===== config.mk =====
export PLATFORM = sky130hd
export DESIGN_NAME = approx_error_sweeper
export DESIGN_NICKNAME = d
export VERILOG_FILES = /design/src/rtl/approx_error_sweeper.sv
export SDC_FILE = /design/constraint.sdc
export NUM_CORES = 1
export LEC_CHECK = 0
export BUFFER_PORTS_ARGS = -buffer_cell sky130_fd_sc_hd__buf_2
export CAP_MARGIN = 10
export CORE_ASPECT_RATIO = 1.2
export CORE_MARGIN = 1.5
export CORE_UTILIZATION = 59
export DETAILED_ROUTE_END_ITERATION = 16
export PLACE_DENSITY = 0.84
export SLEW_MARGIN = 40
export SYNTH_ARGS = -nofsm -noshare
export SYNTH_HDL_FRONTEND = slang
export SYNTH_SLANG_ARGS = --single-unit
export TNS_END_PERCENT = 100

===== constraint.sdc =====
create_clock -name clk -period 9.5 [get_ports clk]
set_input_delay 1.9 -clock clk [delete_from_list [all_inputs] [get_ports clk]]
set_output_delay 1.9 -clock clk [all_outputs]
set_load 0.005 [all_outputs]

===== src/rtl/approx_error_sweeper.sv =====
// Exhaustive error sweep of an approximate circuit against its exact reference.
// Optional macro ERR_TRACE_EN adds capture of the first violating input vector.
module approx_error_sweeper #(
  parameter int N_IN   = 4,
  parameter int N_OUT  = 3,
  parameter int ET     = 3,
  parameter int SETTLE = 1
) (
  input  logic                  clk,
  input  logic                  rst,
  input  logic                  start,
  output logic [N_IN-1:0]       in_vec,
  input  logic [N_OUT-1:0]      exact_out,
  input  logic [N_OUT-1:0]      approx_out,
  output logic                  busy,
  output logic                  done,
  output logic [N_OUT-1:0]      max_err,
  output logic [N_OUT+N_IN-1:0] err_sum,
  output logic [N_IN:0]         viol_cnt,
  output logic                  pass
`ifdef ERR_TRACE_EN
  ,
  output logic [N_IN-1:0]       first_viol_vec,
  output logic                  first_viol_valid
`endif
);

  typedef enum logic [1:0] {S_IDLE, S_WAIT, S_SAMPLE, S_DONE} state_t;

  localparam int unsigned ET_U = ET;
  localparam logic [3:0]  SETTLE_LD = 4'(SETTLE - 1);

  state_t            state, state_n;
  logic [3:0]        settle_cnt;
  logic [N_OUT-1:0]  abs_err;
  logic [N_OUT-1:0]  max_next;
  logic              viol;
  logic              last_vec;

  always_comb begin
    abs_err  = (exact_out >= approx_out) ? (exact_out - approx_out) : (approx_out - exact_out);
    max_next = (abs_err > max_err) ? abs_err : max_err;
    viol     = (32'(abs_err) > ET_U);
    last_vec = (in_vec == '1);
  end

  always_comb begin
    state_n = state;
    case (state)
      S_IDLE:   if (start) state_n = S_WAIT;
      S_WAIT:   if (settle_cnt == '0) state_n = S_SAMPLE;
      S_SAMPLE: state_n = last_vec ? S_DONE : S_WAIT;
      S_DONE:   state_n = S_IDLE;
      default:  state_n = S_IDLE;
    endcase
  end

  always_comb begin
    busy = (state == S_WAIT) || (state == S_SAMPLE);
    done = (state == S_DONE);
  end

  always_ff @(posedge clk) begin
    if (rst) state <= S_IDLE;
    else     state <= state_n;
  end

  always_ff @(posedge clk) begin
    if (rst) begin
      in_vec     <= '0;
      settle_cnt <= '0;
      max_err    <= '0;
      err_sum    <= '0;
      viol_cnt   <= '0;
      pass       <= 1'b0;
    end else begin
      case (state)
        S_IDLE: if (start) begin
          in_vec     <= '0;
          settle_cnt <= SETTLE_LD;
          max_err    <= '0;
          err_sum    <= '0;
          viol_cnt   <= '0;
          pass       <= 1'b0;
        end
        S_WAIT: if (settle_cnt != '0) settle_cnt <= settle_cnt - 4'd1;
        S_SAMPLE: begin
          max_err  <= max_next;
          err_sum  <= err_sum + (N_OUT+N_IN)'(abs_err);
          viol_cnt <= viol_cnt + (N_IN+1)'(viol);
          // pass uses the post-sample maximum so it is already valid in the DONE cycle
          if (last_vec) begin
            pass <= (32'(max_next) <= ET_U);
          end else begin
            in_vec     <= in_vec + (N_IN)'(1);
            settle_cnt <= SETTLE_LD;
          end
        end
        default: ;
      endcase
    end
  end

`ifdef ERR_TRACE_EN
  always_ff @(posedge clk) begin
    if (rst) begin
      first_viol_vec   <= '0;
      first_viol_valid <= 1'b0;
    end else if (state == S_IDLE && start) begin
      first_viol_vec   <= '0;
      first_viol_valid <= 1'b0;
    end else if (state == S_SAMPLE && viol && !first_viol_valid) begin
      first_viol_vec   <= in_vec;
      first_viol_valid <= 1'b1;
    end
  end
`endif

endmodule


==> results_dict.tcl, run 1 <==
set metrics [dict create \
    outcome "finished, final reports clean" \
    syn_area_um2 1670 \
    rows 20 \
    p_per_area_nw_per_um2 211 \
    start_util_pct 64.1 \
    clock_latency_ps 330 \
    endpoint_kind "flop" \
    drcViolationCount 0 \
    use_met1_pct 24.2 \
    period_share_pct 47.7 \
    fin_skew_ps 2.55 \
    setup_tns_ps 0 \
    nFillCells 207 \
    die_h_um 61.3 \
    drtIter0Drc 32 \
    maxSlewViolCount 0 \
    die-width_um 51.6 \
    synth_fp_nets 220 \
    grtUsageTotal_pct 23.9 \
    p_total_uw 398 \
    numCtsBuffers 3 \
    dr.pass1.iters 4 \
    cts.sinks 26 \
    final_cell_mix "buf_2, dfxtp_1, inv_1, nor2_1, ha_1" \
    tightestPinTransition_ps 615 \
    cp_slowest_cell "a32oi_1" \
    max_freq_mhz 221 \
    path_cells "buf_2 -> inv_1 -> ha_1 -> nand2b_4 -> a21o_1 -> a21o_1 -> mux2i_1 -> inv_1 -> ha_1 -> nor2b_1 -> o21ai_0 -> a32oi_1 -> a21oi_1 -> a311oi_1" \
    cts_setup_buffers 0 \
    final_common_cell "buf_2" \
    finalSetupViolations 0 \
    routed-via-count 1455 \
    cp.required_ps 9730 \
    ff_latch_area_um2 520 \
    antenna_found_initial 0 \
    core-area_um2 2600 \
    gp_congestion 0.876 \
    vias_per_cell 5.82 \
    cts.htree.levels 1 \
    met2_usage_pct 46.5 \
    slowest_delay_ps 480 \
    leakagePower_nw 0.890 \
    rsz0062_at_grt "false" \
    met3_usage_pct 2.91 \
    syn_to_final_growth_pct 13.2 \
    io_buffer_count 30 \
    dp_hpwl_um 2710 \
    min_path_type "reg2reg" \
    setup.worst_path.class "in2reg" \
    drive_gt1_share_pct 20.7 \
    root_buffer "clkbuf_4" \
    ir_drop_mv 0.176 \
    nets 251 \
    cts_tree "yes" \
    grt_pass1_wl_um 5660 \
    seq_area_frac_synth_pct 31.2 \
    maxCapViolations 0 \
    grt_pass1_vias 1408 \
    syn_inst 187 \
    ctsHoldBuffers 0 \
    critPathLaunchType "primary input" \
    hold_viol_final 0 \
    wl_per_cell_um 13.9 \
    overflow 0 \
    cts_resized 0 \
    arrival_ps 4770 \
    grt_busiest_layer "met2" \
    clkTransAtPathRegs_ps 150 \
    boundaryPins 31 \
    relSlewSlack_pct 59.0 \
    grt_max_degree 20 \
    routed_wl_um 3470 \
    die_area_um2 3160 \
    ant_nets 0 \
    yosysWarnings 0 \
    clk_path_buf_depth 2 \
    synth_cell_types 45 \
    path_max_fanout 8 \
    n_antenna_cell 0 \
    ys_ff_latch 26 \
    fin_crit_ps 4530 \
    multiInputGateArea_um2 1050 \
    avgSynthCellArea_um2 8.93 \
]
cells in the mapped netlist (all sizes together):
master | number | area [um^2]
inv | 21 | 78.8
a311oi | 2 | 17.5
clkbuf | 2 | 7.51
dfxtp | 26 | 521
mux2 | 2 | 26.3
a2111oi | 1 | 8.76
a32oi | 3 | 26.3
nor3b | 1 | 12.5
o21ai | 5 | 25.0
nor2b | 2 | 12.5
nand4 | 4 | 31.3
nand3 | 4 | 25.0
a22oi | 5 | 37.5
o32ai | 2 | 17.5
nor3 | 2 | 10.0
o21a | 1 | 7.51
fa | 3 | 60.1
or4 | 1 | 7.51
buf | 2 | 16.3
or3b | 1 | 8.76
a211oi | 1 | 7.51
nand4b | 1 | 8.76
xor2 | 7 | 61.3
o311a | 2 | 20.0
ha | 21 | 263
or3 | 4 | 25.0
or2b | 1 | 7.51
and2 | 1 | 6.26
o2111a | 1 | 12.5
nand2 | 13 | 48.8
mux2i | 3 | 33.8
o21bai | 1 | 7.51
a21oi | 11 | 55.1
xnor2 | 1 | 8.76
nand2b | 1 | 13.8
a31o | 2 | 17.5
a21o | 3 | 22.5
a21boi | 1 | 7.51
nor2 | 22 | 85.1
final timing paths:
| path | from | to | slack [ps] | cells past startpoint |
|---|---|---|---|---|
| max | exact_out[0] | max_err[1] | 4970 | 14 |
| min | settle_cnt[2] | settle_cnt[2] | 490 | 2 |
| max reg2reg | max_err[1] | max_err[1] | 7520 | 7 |
| min reg2reg | settle_cnt[2] | settle_cnt[2] | 490 | 2 |
power by group:
group | internal [mW] | switching, mW
clock | 0.0427 | 0.0358
combinational | 0.0761 | 0.106
sequential | 0.124 | 0.0130
total | 0.243 | 0.155
critical path: cells and delay by family:
kind | cells | cell delay, ps
AOI/OAI and AO/OA | 6 | 1420
muxes | 1 | 220
and+or+nand+nor | 2 | 300
adders and majority gates | 2 | 650
buffers and inverters | 3 | 270
flip-flops by register name, summed over array words and instances, names as in the netlist:
| name | cells |
|---|---|
| err_sum | 7 |
| viol_cnt | 5 |
| in_vec | 4 |
| settle_cnt | 4 |
| max_err | 3 |
| state | 2 |
| pass | 1 |
cells by family (layout without fill, tap and decap cells):
group	Yosys count	count (layout)	synth area share, %
AND/OR/NAND/NOR	58	58	18.1
AO/OA/AOI/OAI	41	41	17.4
flip-flops	26	26	31.2
buffers and inverters	25	55	6.15
adder cells (fa/ha/maj)	24	24	19.3
XOR/XNOR	8	8	4.20
multiplexers	5	5	3.60
stage by stage:
| step | std cells | instance area, um^2 | util (%) | setup slack (ps) | hold WS (ps) |
|---|---|---|---|---|---|
| 2_1_floorplan | 187 | 1670 | - | 5140 | 441 |
| 3_3_place_gp | 246 | 1840 | 70.6 | 4900 | 452 |
| 3_5_place_dp | 246 | 1840 | 70.6 | 4700 | 473 |
| 4_1_cts | 250 | 1890 | 72.6 | 5030 | 494 |
| 5_1_grt | 250 | 1890 | 72.6 | 4820 | 499 |
| 6_report | 250 | 1890 | 72.6 | 4970 | 492 |
per-layer routing:
| layer | share of wire, % | vias up |
|---|---|---|
| met1 | 41 | 685 |
| met5 | 0 | - |
| met2 | 52 | 42 |
| met4 | 3.1 | 0 |
| met3 | 4.1 | 13 |
| li1 | - | 715 |
layout make-up:
type                       instances  share of cell area (%)
clock buffer                       3                    1.19
clock inverter                     1                    1.59
inverter                          21                    4.17
multi-input combinational        136                    55.4
sequential                        26                    27.5
tap                               33                    2.19
timing repair buffer              30                    7.95
Note: power is estimated with default switching activity, not from simulation.
==> run 2: changes to the inputs <==
CORE_UTILIZATION = 50   (was 59)
PLACE_DENSITY = 0.76   (was 0.84)
clock period = 3.88 ns   (was 9.5 ns; I/O delays follow)
==> run 2 against run 1 <==
Effect of this change:
- cell count is 1.2% higher
- design area is 0.20% higher
- combinational power is 140% higher
- sequential power is 150% higher
==> results_dict.tcl, run 2 (same netlist as run 1, synthesis figures left out) <==
set metrics [dict create \
    core-area_um2 3110 \
    syn_to_final_growth_pct 13.4 \
    ant_nets 0 \
    endpoint_kind "flop" \
    final_cell_mix "buf_2, dfxtp_1, inv_1, nor2_1, ha_1" \
    worstHoldStart "settle_cnt[2]" \
    gp_congestion 0.789 \
    min_path_type "reg2reg" \
    tightestPinTransition_ps 604 \
    maxCapViolations 0 \
    clkTransAtPathRegs_ps 140 \
    io_buffer_count 30 \
    p_per_area_nw_per_um2 506 \
    grt_pass1_wl_um 5500 \
    top_register "err_sum" \
    outcome "finished, final reports clean" \
    p_int_uw 593 \
    fin_skew_ps 3.69 \
    drive_gt1_share_pct 20.7 \
    routed_wl_um 3200 \
    dr_wl_met2_um 1650 \
    grt_max_degree 20 \
    final_common_cell "buf_2" \
    cts_tree "yes" \
    dr.pass1.iters 4 \
    path_max_fanout 8 \
    finalSetupViolations 0 \
    relSlewSlack_pct 59.7 \
    cts_resized 0 \
    vias_per_cell 5.51 \
    wl_per_cell_um 12.7 \
    start_util_pct 53.7 \
    drt-met1-wl_um 1410 \
    rr_worst_depth 7 \
    cts.sinks 26 \
    die_area_um2 3700 \
    drcViolationCount 0 \
    dp_hpwl_um 2490 \
    leakagePower_nw 0.890 \
    rsz0062_at_grt "false" \
    root_buffer "clkbuf_4" \
    ctsHoldBuffers 0 \
    cts.htree.levels 1 \
    top_layer_used "met4" \
    die-width_um 55.7 \
    holdWs_ps 494 \
    setup_tns_ps 0 \
    wl_met3_um 121 \
    hold_path_depth 2 \
    antenna_found_initial 0 \
    clk_path_buf_depth 2 \
    grt_pass1_vias 1276 \
    routed-via-count 1394 \
    power_frac_comb_pct 45.4 \
    pwr-share-clk_pct 19.5 \
    setup.worst_path.class "in2reg" \
    grtUsageTotal_pct 18.4 \
    largest_reg_flops 7 \
    arrival_ps 3510 \
    seqPwrFrac_pct 35.1 \
    critPathLaunchType "primary input" \
    cts_setup_buffers 0 \
    overflow 0 \
    reg2reg_to "settle_cnt[3]" \
    drtIter0Drc 31 \
    period_share_pct 84.3 \
    maxSlewViolCount 0 \
    rows 22 \
    p_sw_uw 364 \
    fin_crit_ps 3270 \
    ir_drop_mv 0.485 \
    boundaryPins 31 \
    clock_latency_ps 320 \
    rr_startpoint "state[0]" \
    r2r_slack_ps 1970 \
    startpoint "exact_out[0]" \
    place_area_um2 1840 \
    numCtsBuffers 3 \
    die_h_um 66.3 \
    nets 251 \
    whs_endpoint "settle_cnt[2]" \
    cp.required_ps 4120 \
    sw_frac_of_total_pct 38.0 \
    fin_area_um2 1890 \
    reg_top3 "err_sum x7, viol_cnt x5" \
    n_antenna_cell 0 \
    max_freq_mhz 306 \
    hold_viol_final 0 \
]
-- run 2: cell counts in the layout (fill, tap and decap cells not counted) --
Identical to the previous run, type by type.
-- run 2: area by class of cell --
cell class	instances	area [um^2]
fillers	309	1220
multi-input cells	136	1050
clock inverters	1	30.0
flip-flops and latches	26	520
inverters	21	78.8
repair buffers	30	150
clock buffers	3	22.5
well taps	36	45.0
-- run 2: worst max path at each step --
stage            endpoint  slack [ps]  cells after the start
2_1_floorplan  max_err[2]         650                     13
3_3_place_gp   max_err[2]         280                     14
3_5_place_dp   max_err[2]         280                     14
4_1_cts        max_err[2]         610                     14
5_1_grt        max_err[2]         350                     12
6_report       max_err[2]         610                     12
-- run 2: per-layer routing --
metal  track usage (%)  vias up
li1                  -      715
met1              21.1      652
met2              35.1       25
met3              2.15        2
met4              6.40        0
met5                 0        -
-- run 2: power by group through the flow --
stage / clock network (mW) / logic, mW / registers, mW
after floorplan: 0 / 0.348 / 0.337
after global placement: 0 / 0.426 / 0.342
after detailed placement: 0 / 0.433 / 0.343
after CTS: 0.192 / 0.435 / 0.337
after global routing: 0.200 / 0.489 / 0.343
final: 0.187 / 0.435 / 0.336
-- run 2: critical path: stages --
cell       delay, ps
buf_2             90
inv_1             40
ha_1             330
nand2b_4         160
a2111oi_0        420
o21ai_0          200
o311a_1          190
ha_1             320
o21ai_0           80
a32oi_1          470
o32ai_1          180
a31o_2           240
-- run 2: through the flow --
stage          power (mW)  utilization (%)  cells  worst slack, ps
5_1_grt              1.03             60.9    253              347
6_report            0.958             60.9    253              611
3_5_place_dp        0.776             59.2    249              278
4_1_cts             0.964             60.9    253              610
2_1_floorplan       0.685                -    187              649
3_3_place_gp        0.769             59.2    249              285
==> run 3: changes to the inputs <==
CORE_UTILIZATION = 55   (was 50)
PLACE_DENSITY = 0.79   (was 0.76)
clock period = 3.25 ns   (was 3.88 ns; I/O delays follow)
==> run 3 against run 2 <==
Effect of this change:
- design area grew 0.66%
- global-route usage grew 4.0 points
- core utilization grew 6.3 points
- clock skew grew 0.97 ps
- non-clock buffer count grew 2
- clock power grew 19%
- total power grew 21%
- via count grew 3.8%
- flip-flop and latch count is the same
- die area shrank 8.7%
- combinational power grew 24%
- hold slack lost 1.2 ps
==> results_dict.tcl, run 3 (same netlist as run 1, synthesis figures left out) <==
set metrics [dict create \
    leakagePower_nw 0.899 \
    antenna_found_initial 0 \
    grt_pass1_vias 1412 \
    setup_tns_ps 0 \
    cp_slowest_cell "ha_1" \
    arrival_ps 3170 \
    vias_per_cell 5.72 \
    nFillCells 250 \
    dr.pass1.iters 4 \
    p_int_uw 718 \
    slowest_delay_ps 310 \
    dp_hpwl_um 2720 \
    top_register "err_sum" \
    finalCoreUtilization_pct 67.2 \
    ff_latch_area_um2 520 \
    seqPwrFrac_pct 34.6 \
    maxCapViolations 0 \
    period_share_pct 90.2 \
    drive_gt1_share_pct 21.5 \
    rr_startpoint "state[0]" \
    die_h_um 63.3 \
    tightestPinTransition_ps 495 \
    clock_latency_ps 330 \
    largest_reg_flops 7 \
    drcViolationCount 0 \
    place_area_um2 1850 \
    grt_pass1_wl_um 5860 \
    drtIter0Drc 36 \
    setup.worst_path.class "in2reg" \
    reg_top3 "err_sum x7, viol_cnt x5" \
    startpoint "exact_out[0]" \
    grtUsageTotal_pct 22.4 \
    nets 253 \
    hold_viol_final 0 \
    worstHoldStart "settle_cnt[3]" \
    relSlewSlack_pct 66.4 \
    ctsHoldBuffers 0 \
    min_path_type "reg2reg" \
    maxSlewViolCount 0 \
    start_util_pct 58.8 \
    n_antenna_cell 0 \
    ant_nets 0 \
    p_per_area_nw_per_um2 609 \
    routed-via-count 1447 \
    endpoint_kind "flop" \
    root_buffer "clkbuf_4" \
    fin_skew_ps 4.66 \
    p_total_mw 1.16 \
    clk_path_buf_depth 2 \
    power_frac_comb_pct 46.3 \
    p_sw_uw 443 \
    path_cells "buf_2 -> inv_1 -> ha_1 -> nand2b_4 -> a21o_1 -> a21o_1 -> mux2i_1 -> inv_1 -> ha_1 -> nor2b_1 -> o21ai_0 -> a32oi_1 -> buf_4 -> o32ai_1 -> a31o_2" \
    numCtsBuffers 3 \
    max_freq_mhz 341 \
    cp.required_ps 3490 \
    fin_crit_ps 2930 \
    path_max_fanout 8 \
    rows 21 \
    finalSetupViolations 0 \
    die-width_um 53.3 \
    wl_per_cell_um 13.3 \
    cts.htree.levels 1 \
    cts_resized 0 \
    critPathLaunchType "primary input" \
    sw_frac_of_total_pct 38.2 \
    core-area_um2 2840 \
    cts_tree "yes" \
    overflow 0 \
    grt_max_degree 20 \
    fin_area_um2 1910 \
    final_common_cell "buf_2" \
    outcome "finished, final reports clean" \
    syn_to_final_growth_pct 14.2 \
    io_buffer_count 30 \
    boundaryPins 31 \
    die_area_um2 3380 \
    gp_congestion 0.793 \
    cts.sinks 26 \
    routed_wl_um 3370 \
    ir_drop_mv 0.598 \
    multiInputGateArea_um2 1050 \
    clkTransAtPathRegs_ps 140 \
    cts_setup_buffers 0 \
    rsz0062_at_grt "false" \
    pwr-share-clk_pct 19.1 \
    final_cell_mix "buf_2, dfxtp_1, inv_1, nor2_1, ha_1" \
]
run 3: power groups by stage:
| stage | clock network (mW) | registers [mW] | logic [mW] |
|---|---|---|---|
| floorplan | 0 | 0.402 | 0.416 |
| global placement | 0 | 0.405 | 0.503 |
| detailed placement | 0 | 0.410 | 0.536 |
| CTS | 0.230 | 0.402 | 0.538 |
| global route | 0.238 | 0.410 | 0.607 |
| finish | 0.222 | 0.401 | 0.538 |
run 3: layout make-up:
cell class | instances | share of cell area (%)
Inverter | 21 | 4.14
Sequential cell | 26 | 27.3
Tap cell | 34 | 2.23
Clock buffer | 3 | 1.18
Clock inverter | 1 | 1.58
Timing Repair Buffer | 32 | 8.67
Multi-Input combinational cell | 136 | 54.9
run 3: metal layers:
layer | share of wire, % | vias to the layer above | track usage (%)
li1 | - | 727 | -
met1 | 39 | 676 | 24.0
met2 | 55 | 39 | 43.4
met3 | 4.4 | 5 | 2.84
met4 | 1.1 | 0 | 5.77
met5 | 0 | - | 0
run 3: path summary, 6_finish.rpt:
| kind | to | depth (start not counted) | slack [ps] |
|---|---|---|---|
| worst max register to register | settle_cnt[3] | 7 | 1350 |
| worst min register to register | settle_cnt[3] | 2 | 490 |
| worst max-delay path | max_err[2] | 15 | 320 |
| worst min-delay path | settle_cnt[3] | 2 | 490 |
run 3: metrics by stage:
stage               std cells  hold slack (ps)  setup WS [ps]
floorplan                 187              441            145
global placement          249              454            109
detailed placement        249              478           6.30
CTS                       253              498            362
global route              253              517            166
finish                    253              493            318
run 3: worst max-delay path: cells and delay by family:
kind / cells / cell delay, ps
compound gates: 6 / 940
fa+ha+maj: 2 / 610
buf+inv: 4 / 440
simple gates: 2 / 300
mux: 1 / 230
